`config.mk`:
```
export PLATFORM = sky130hd
export DESIGN_NAME = pmic_power_sequencer
export DESIGN_NICKNAME = d
export VERILOG_FILES = /design/src/rtl/pmic_pkg.sv /design/src/rtl/pmic_pg_sync.sv /design/src/rtl/pmic_power_sequencer.sv
export SDC_FILE = /design/constraint.sdc
export NUM_CORES = 1
export LEC_CHECK = 0
export CAP_MARGIN = 40
export CORE_MARGIN = 2
export CORE_UTILIZATION = 45
export DETAILED_ROUTE_END_ITERATION = 10
export GPL_TIMING_DRIVEN = 0
export HOLD_SLACK_MARGIN = 0.08
export PLACE_DENSITY = 0.74
export SLEW_MARGIN = 10
export SYNTH_ARGS = -nofsm -noshare
export SYNTH_HDL_FRONTEND = slang
export SYNTH_HIERARCHICAL = 1
export SYNTH_SLANG_ARGS = --single-unit
```
`constraint.sdc`:
```
create_clock -name clk -period 2.3 [get_ports clk]
set_input_delay 0.345 -clock clk [delete_from_list [all_inputs] [get_ports clk]]
set_output_delay 0.345 -clock clk [all_outputs]
set_load 0.02 [all_outputs]
```
`src/rtl/pmic_pkg.sv`:
```
// Shared types and constants for the PMIC power sequencer.
package pmic_pkg;

  typedef enum logic [2:0] {
    IDLE,
    UP_WAIT,
    ON,
    DN_WAIT,
    FAULT
  } state_t;

  localparam logic [2:0] FC_NONE    = 3'd0;
  localparam logic [2:0] FC_PG0     = 3'd1;
  localparam logic [2:0] FC_PG1     = 3'd2;
  localparam logic [2:0] FC_PG2     = 3'd3;
  localparam logic [2:0] FC_PG3     = 3'd4;
  localparam logic [2:0] FC_PG_LOST = 3'd5;
  localparam logic [2:0] FC_WDOG    = 3'd6;

  localparam logic [4:0] SEL_PRE = 5'b00001;
  localparam logic [4:0] SEL_DN  = 5'b10000;

  // Enabled rails always form a contiguous low-order set, so dropping the
  // highest enabled rail is a plain right shift.
  function automatic logic [3:0] drop_top(input logic [3:0] rails);
    return rails >> 1;
  endfunction

endpackage

```
`src/rtl/pmic_pg_sync.sv`:
```
// Multi-flop synchroniser for the four asynchronous power-good inputs.
module pmic_pg_sync
  import pmic_pkg::*;
#(
  parameter int unsigned STAGES = 2
) (
  input  logic       clk,
  input  logic       reset,
  input  logic [3:0] d,
  output logic [3:0] q
);

  localparam int unsigned N = (STAGES < 2) ? 2 : STAGES;

  logic [3:0] ff [N];

  // Shift the raw pg bits through N flops; the last stage is the usable value.
  always_ff @(posedge clk or posedge reset) begin
    if (reset) begin
      for (int unsigned i = 0; i < N; i++) ff[i] <= '0;
    end else begin
      ff[0] <= d;
      for (int unsigned i = 1; i < N; i++) ff[i] <= ff[i-1];
    end
  end

  assign q = ff[N-1];

endmodule

```
`src/rtl/pmic_power_sequencer.sv`:
```
// PMIC power sequencer: brings up four rails in order through the shared
// timer, checks each rail's power-good, holds ON, powers down in reverse and
// latches a fault cause on any pg failure.
// Optional build macro PMIC_SEQ_WATCHDOG_EN adds a timer-done watchdog.
module pmic_power_sequencer
  import pmic_pkg::*;
#(
  parameter int unsigned PG_SYNC     = 2,
  parameter int unsigned WDOG_CYCLES = 64
) (
  input  logic       clk,
  input  logic       reset,
  input  logic       start,
  input  logic       stop,
  input  logic       clear_fault,
  input  logic [3:0] pg,
  output logic       timer_ld,
  output logic [4:0] timer_sel,
  input  logic [4:0] timer_T,
  output logic [3:0] rail_en,
  output logic       pwr_ok,
  output logic       busy,
  output logic       fault,
  output logic [2:0] fault_code
);

  state_t     state;
  logic [2:0] step;
  logic       abort;
  logic [3:0] pg_s;
  logic       done;
  logic       wd_expire;
  logic [1:0] chk_idx;

  pmic_pg_sync #(.STAGES(PG_SYNC)) u_pg_sync (
    .clk   (clk),
    .reset (reset),
    .d     (pg),
    .q     (pg_s)
  );

  assign done    = |(timer_T & timer_sel);
  assign chk_idx = 2'(step - 3'd1);

  assign pwr_ok = (state == ON);
  assign busy   = (state == UP_WAIT) || (state == DN_WAIT);
  assign fault  = (state == FAULT);

`ifdef PMIC_SEQ_WATCHDOG_EN
  localparam int unsigned WDW = $clog2(WDOG_CYCLES + 1);

  logic [WDW-1:0] wd_cnt;

  // Count cycles elapsed since the load edge; the load strobe itself marks
  // the first elapsed cycle, so expiry lands exactly WDOG_CYCLES after it.
  always_ff @(posedge clk or posedge reset) begin
    if (reset) begin
      wd_cnt <= '0;
    end else if (timer_ld) begin
      wd_cnt <= WDW'(1);
    end else if (busy && (wd_cnt != WDW'(WDOG_CYCLES))) begin
      wd_cnt <= wd_cnt + 1'b1;
    end
  end

  assign wd_expire = busy && !timer_ld && (wd_cnt == WDW'(WDOG_CYCLES - 1));
`else
  assign wd_expire = 1'b0;
`endif

  // Sequencing FSM with registered timer strobe, select, rail enables and code.
  always_ff @(posedge clk or posedge reset) begin
    if (reset) begin
      state      <= IDLE;
      step       <= '0;
      abort      <= 1'b0;
      timer_ld   <= 1'b0;
      timer_sel  <= '0;
      rail_en    <= '0;
      fault_code <= FC_NONE;
    end else begin
      timer_ld <= 1'b0;
      unique case (state)
        IDLE: begin
          if (start && !stop) begin
            timer_ld  <= 1'b1;
            timer_sel <= SEL_PRE;
            step      <= '0;
            abort     <= 1'b0;
            state     <= UP_WAIT;
          end
        end

        UP_WAIT: begin
          if (done) begin
            // An abort consumes the outstanding done first so the timer is
            // idle before the power-down walk starts.
            if (abort || stop) begin
              abort <= 1'b0;
              if (rail_en == '0) begin
                timer_sel <= '0;
                state     <= IDLE;
              end else begin
                rail_en   <= drop_top(rail_en);
                timer_ld  <= 1'b1;
                timer_sel <= SEL_DN;
                state     <= DN_WAIT;
              end
            end else if ((step != '0) && !pg_s[chk_idx]) begin
              rail_en    <= '0;
              timer_sel  <= '0;
              fault_code <= FC_PG0 + 3'(chk_idx);
              state      <= FAULT;
            end else if (step == 3'd4) begin
              timer_sel <= '0;
              state     <= ON;
            end else begin
              rail_en   <= {rail_en[2:0], 1'b1};
              timer_ld  <= 1'b1;
              timer_sel <= timer_sel << 1;
              step      <= step + 3'd1;
            end
          end else if (wd_expire) begin
            rail_en    <= '0;
            timer_sel  <= '0;
            abort      <= 1'b0;
            fault_code <= FC_WDOG;
            state      <= FAULT;
          end else if (stop) begin
            abort <= 1'b1;
          end
        end

        ON: begin
          if (pg_s != 4'hF) begin
            rail_en    <= '0;
            fault_code <= FC_PG_LOST;
            state      <= FAULT;
          end else if (stop) begin
            rail_en   <= drop_top(rail_en);
            timer_ld  <= 1'b1;
            timer_sel <= SEL_DN;
            state     <= DN_WAIT;
          end
        end

        DN_WAIT: begin
          if (done) begin
            if (rail_en == '0) begin
              timer_sel <= '0;
              state     <= IDLE;
            end else begin
              rail_en   <= drop_top(rail_en);
              timer_ld  <= 1'b1;
              timer_sel <= SEL_DN;
            end
          end else if (wd_expire) begin
            rail_en    <= '0;
            timer_sel  <= '0;
            fault_code <= FC_WDOG;
            state      <= FAULT;
          end
        end

        FAULT: begin
          if (clear_fault) begin
            fault_code <= FC_NONE;
            state      <= IDLE;
          end
        end

        default: state <= IDLE;
      endcase
    end
  end

endmodule

```
Yosys cells after proc, flatten, opt, wreduce, memory -nomap -nowiden:

Cells that the tools add are included.
Widths: inputs -> output; s select.

* register bits: 28
* input port bits: 14

* $lt $le $gt $ge: 1
* eq/ne operators: 23
* add/sub/neg operators: 3
* bitwise operators: 1
* muxes and demuxes: 59
* reductions and logical operators: 20

Operators with widths (number)
* $mux 3: 19
* $mux 5: 9
* $mux 4: 8
* $pmux 5 s4: 1
* $ne 2x2->1 const B: 9
* $reduce_and 6->1: 3
* $pmux 3 s5: 1
* $mux 1: 14
* $pmux 4 s3: 1
* $pmux 3 s3: 1
* $reduce_bool 3->1: 3
* $ne 4x4->1 const B: 2
* $reduce_and 7->1: 1
* $eq 3x2->1 const B: 2
* $eq 3x3->1 const B: 2
* $ne 2x1->1 const B: 3
* $ne 3x2->1 const B: 2
* $pmux 3 s2: 1
* $and 5x5->5: 1
* $reduce_and 5->1: 1
* $reduce_or 5->1: 1
* $logic_not 4->1: 1
* $ne 4x1->1 const B: 1
* $pmux 1 s4: 1
* 16 further kinds: 19

Depth between registers and ports, before layout:

* word-level depth: 9
* depth in mapped cells: 9
* gate-level depth less buffers: 7

Modules after synthesis:

Netlist, hierarchy kept.

By module, submodules not included
* pmic_power_sequencer: times used 1, sequential area each 500.5 sq um, cells an instance 135, area an instance 1293.7 sq um
* pmic_pg_sync: times used 1, sequential area each 200.2 sq um, cells an instance 13, area an instance 234.0 sq um

Worst setup path after synthesis:

OpenSTA, ideal clock, no wires.

* path type: register to register
* start point: reg step[0]
* end point: reg rail_en[0]
* buffers on the path: 2
* cell stages (with the launch flop): 9
* setup time: 125 ps
* data arrival time: 2214 ps
* path slack: -39 ps
* cell sequence: dfrtp_1 -> buf_2 -> inv_1 -> ha_1 -> nor3b_4 -> nor3_1 -> or4_1 -> buf_2 -> mux2_4

* cells in the longest elaborated chain, start to end: 9
* elaborated cells on any way between the ends: 13
* those cells by class: 1 x add/sub; 2 x eq/ne; 6 x mux; 4 x reduce/logical

RTL lines
* from (decl): RTL line pmic_power_sequencer.sv:28 `logic [2:0] step;`
* from (signal assigned): RTL line pmic_power_sequencer.sv:121 `step <= step + 3'd1;`
* $sub 2x1->2: RTL line pmic_power_sequencer.sv:43 `assign chk_idx = 2'(step - 3'd1);`
* $bmux 1 s2: RTL line pmic_power_sequencer.sv:109 `end else if ((step != '0) && !pg_s[chk_idx]) begin`
* $mux 1 (not written as such): RTL line pmic_power_sequencer.sv:109
* $logic_not 1->1: RTL line pmic_power_sequencer.sv:109
* $logic_and 1x1->1: RTL line pmic_power_sequencer.sv:109
* $mux 4: RTL line pmic_power_sequencer.sv:109
* $mux 4: RTL line pmic_power_sequencer.sv:98 `if (abort || stop) begin`
* $mux 4: RTL line pmic_power_sequencer.sv:95 `if (done) begin`
* $pmux 4 s3: RTL line pmic_power_sequencer.sv:83 `unique case (state)`
* to (signal assigned): RTL line pmic_power_sequencer.sv:104 `rail_en <= drop_top(rail_en);`
* to (signal assigned): RTL line pmic_power_sequencer.sv:118 `rail_en <= {rail_en[2:0], 1'b1};`
* to (signal assigned): RTL line pmic_power_sequencer.sv:140 `rail_en <= drop_top(rail_en);`
* to (decl): RTL line pmic_power_sequencer.sv:20 `output logic [3:0] rail_en,`

Parallel ways exist; a longest one is shown, timed or not. The select of a mux whose other input is x is not followed.
A chain may end at the register's enable or synchronous reset.

Worst setup path after layout:

* start point: reg step[0]
* end point: reg state[1]

* cells in the longest elaborated chain, start to end: 9
* elaborated cells on any way between the ends: 13
* those cells by class: 1 x add/sub; 2 x eq/ne; 6 x mux; 4 x reduce/logical

RTL lines
* $sub 2x1->2: RTL line pmic_power_sequencer.sv:43
* $bmux 1 s2: RTL line pmic_power_sequencer.sv:109
* $mux 1 (not written as such): RTL line pmic_power_sequencer.sv:109
* $logic_not 1->1: RTL line pmic_power_sequencer.sv:109
* $logic_and 1x1->1: RTL line pmic_power_sequencer.sv:109
* $mux 3: RTL line pmic_power_sequencer.sv:109
* $mux 3: RTL line pmic_power_sequencer.sv:98
* $mux 3: RTL line pmic_power_sequencer.sv:95
* $pmux 3 s5: RTL line pmic_power_sequencer.sv:83
* to (signal assigned): RTL line pmic_power_sequencer.sv:102 `state <= IDLE;`
* to (signal assigned): RTL line pmic_power_sequencer.sv:107 `state <= DN_WAIT;`
* to (signal assigned): RTL line pmic_power_sequencer.sv:113 `state <= FAULT;`
* to (decl): RTL line pmic_power_sequencer.sv:27 `state_t state;`

Parallel ways exist; a longest one is shown, timed or not. The select of a mux whose other input is x is not followed.

==> impl_metrics.py <==
metrics = {
    "run_status": {
        "status": "complete, but fails checks",
        "failed_checks": "negative setup slack",
    },
    "sta": {
        "finalHoldViolCount": 0,
        "finalWorstSetupSlack_ns": -0.0112,
        "slew_viol_final": 0,
        "timing.final.crit_share_pct": 100,
        "rsz0062_at_grt": "true",
        "period_needed_ns": 2.31,
        "finClkSkew_ns": 0.00467,
        "holdWs_ns": 0.242,
        "relSlewSlack_pct": 47.4,
        "timing.fmax_mhz": 433,
        "worst_pin_slew_ns": 0.789,
        "setup_viol": 1,
    },
    "power": {
        "power.density_nw_per_um2": 1180,
        "peakVddDrop_mv": 0.757,
        "p_total_mw": 2.42,
        "leakagePower_nw": 0.941,
    },
    "synthesis": {
        "ys_types": 45,
        "synth_enable_flop_cells": 0,
        "syn_area_per_cell_um2": 10.3,
        "syn_nets": 165,
        "ys_warn_count": 6,
        "synthCells": 148,
        "yosysSeqAreaShare_pct": 45.9,
        "syn_area_um2": 1530,
        "synth_ff_type": "dfrtp_1",
        "ys_seq_elements": 28,
        "ys_async_sr_fraction_pct": 100,
    },
    "grt": {
        "grt_pass1_vias": 1374,
        "grt_antenna_before_repair": 0,
        "overflow": 0,
        "grt_pass1_wl_um": 6220,
        "grt_max_degree": 21,
        "grt.total_usage_pct": 19.9,
    },
    "clocking": {
        "tritoncts": "yes",
        "cts-buffers-inserted": 3,
        "cts_root_buf": "clkbuf_4",
        "clk_path_buf_depth": 2,
        "insertion_delay_ns": 0.33,
        "htreeDepth": 1,
        "clk_pin_slew_ns": 0.15,
        "clock-sinks": 28,
        "cts_hold_buf": 0,
    },
    "detailed_routing": {
        "drc": 0,
        "dr_total_vias": 1318,
        "antenna_left": 0,
        "detailedRoute.firstPassIterationCount": 4,
        "drt_iter0_drc": 92,
        "wire_per_inst_um": 15.4,
        "via_per_inst": 5.68,
        "drt-total-wl_um": 3570,
    },
    "hold_path": {
        "hp-class": "in2async",
    },
    "floorplanning": {
        "die_h_um": 62.3,
        "rows": 21,
        "placeableCoreArea_um2": 3310,
        "io_pins": 30,
        "initial_utilization_pct": 46.1,
        "die_w_um": 62.3,
        "die_area_um2": 3880,
    },
    "placement": {
        "globalplace.congestion": 0.924,
        "dpl_cell_area_um2": 1900,
        "dpl.hpwl_um": 2490,
        "io_buffers": 29,
    },
    "layout": {
        "layout.nets": 204,
        "antenna_cells": 0,
        "drive_above_1_share_pct": 19.4,
        "finalInstanceArea_um2": 2050,
        "syn_to_final_growth_pct": 34.2,
    },
    "critical_path": {
        "reg2regPathDepth": 6,
        "r2r-end": "state[1]$_DFFE_PP0P_",
        "end_kind": "flop",
        "timing.rr.start": "step[0]$_DFFE_PP0P_",
        "worst-setup-path-type": "reg2reg",
        "cp_max_fo": 8,
        "r2r_slack_ns": -0.01,
        "start_kind": "flop",
        "crit_required_ns": 2.54,
        "arrival_ns": 2.55,
    },
    "job": {
        "drv_cap": 0,
    },
}
cell usage after synthesis (2+ instances only):
library cell	number	area (um2)
o21ai_1	2	10.0
dfrtp_1	28	701
mux2_1	5	56.3
o31ai_1	3	22.5
a22o_1	6	52.6
nand3_1	4	20.0
nand2b_1	3	18.8
or2_2	2	12.5
nand2_1	8	30.0
nor2_1	12	45.0
buf_2	2	10.0
a21o_1	2	15.0
nor3b_1	2	15.0
buf_4	4	30.0
clkbuf_1	5	18.8
and3_1	3	18.8
a21oi_1	6	30.0
nor3_1	2	10.0
nor2b_1	3	18.8
o21ai_0	2	10.0
or4_1	3	22.5
mux2i_1	3	30.0
o22ai_1	2	12.5
xnor2_1	2	17.5
mux2_4	4	60.1
a2111oi_0	2	17.5
ha_1	3	37.5
inv_1	8	30.0
critical path, stage by stage (launching register included):
cell and delay, ns:
dfrtp_1 0.42, buf_6 0.14, mux2_4 0.30, nor3b_4 0.29, a2111oi_4 0.13, or4_1 0.59
mux2_1 0.34
cell families (layout without fill, tap and decap cells):
logic type	after synthesis	after routing	share of synthesized area [%]
and+or+nand+nor	49	49	17.8
AOI/OAI and AO/OA	34	34	16.6
DFF	28	28	45.9
buffers and inverters	19	57	5.82
muxes	13	13	10.3
adders and majority gates	3	3	2.46
xor gates and xnor gates	2	2	1.15
power by group:
part / internal [mW] / total [mW] / switching, mW
Combinational: 0.677 / 1.36 / 0.684
Clock: 0.176 / 0.327 / 0.151
Sequential: 0.616 / 0.732 / 0.115
cells in the final DEF, fill, tap and decap left out, drive strengths merged, types with 6 or more instances in the layout:
cell type      count
clkbuf             7
dfrtp             28
nand2              8
buf               12
a22o               6
a21oi              6
nor2              12
mux2              10
clkdlybuf4s50     28
inv                8
metal layers:
metal  track usage, %  vias to the layer above  part of all wire, %
met5                0                        -                    0
met2             32.7                       61                   47
li1                 -                      608                    -
met1             26.3                      640                   45
met4             6.39                        0                  1.5
met3             4.17                        9                  6.5
sequential cells by signal, indices dropped and copies added, names as in the netlist:
register / count
rail_en: 4
step: 3
timer_sel: 5
u_pg_sync/q: 4
u_pg_sync/ff: 4
fault_code: 3
state: 3
timer_ld: 1
abort: 1
cell type report:
type | count | area [um2]
plain buffers | 10 | 75.1
well taps | 46 | 57.6
inverters | 8 | 32.5
clock inverters | 1 | 30.0
flip-flops and latches | 28 | 702
fillers | 301 | 1260
multi-input cells | 101 | 793
repair buffers | 35 | 338
clock buffers | 3 | 22.5
worst max-delay path by stage:
stage | to | startpoint | slack (ns)
finish | state[1]$_DFFE_PP0P_ | step[0]$_DFFE_PP0P_ | -0.01
global route | rail_en[2]$_DFFE_PP0P_ | step[0]$_DFFE_PP0P_ | -0.09
CTS | fault | state[1]$_DFFE_PP0P_ | -0.03
detailed placement | rail_en[0]$_DFFE_PP0P_ | timer_T[0] | -0.22
global placement | rail_en[2]$_DFFE_PP0P_ | timer_T[0] | -0.28
floorplan | rail_en[0]$_DFFE_PP0P_ | state[2]$_DFFE_PP0P_ | 0.009
through the flow:
step	setup TNS (ns)	setup slack (ns)	utilization (%)	instances
6_report	-0.0112	-0.0112	61.9	232
3_3_place_gp	-1.13	-0.283	57.4	223
2_1_floorplan	0	0.00908	-	148
3_5_place_dp	-0.849	-0.216	57.4	223
5_1_grt	-0.327	-0.0861	61.9	232
4_1_cts	-0.0337	-0.0337	60.3	229
repair_timing:
action,in CTS,in global routing
pin swaps,2,2
cloned,0,0
setup endpoints to repair,13,18
buffers inserted,2,4
resized for setup,12,8
Power figures use the tool's default switching activity.
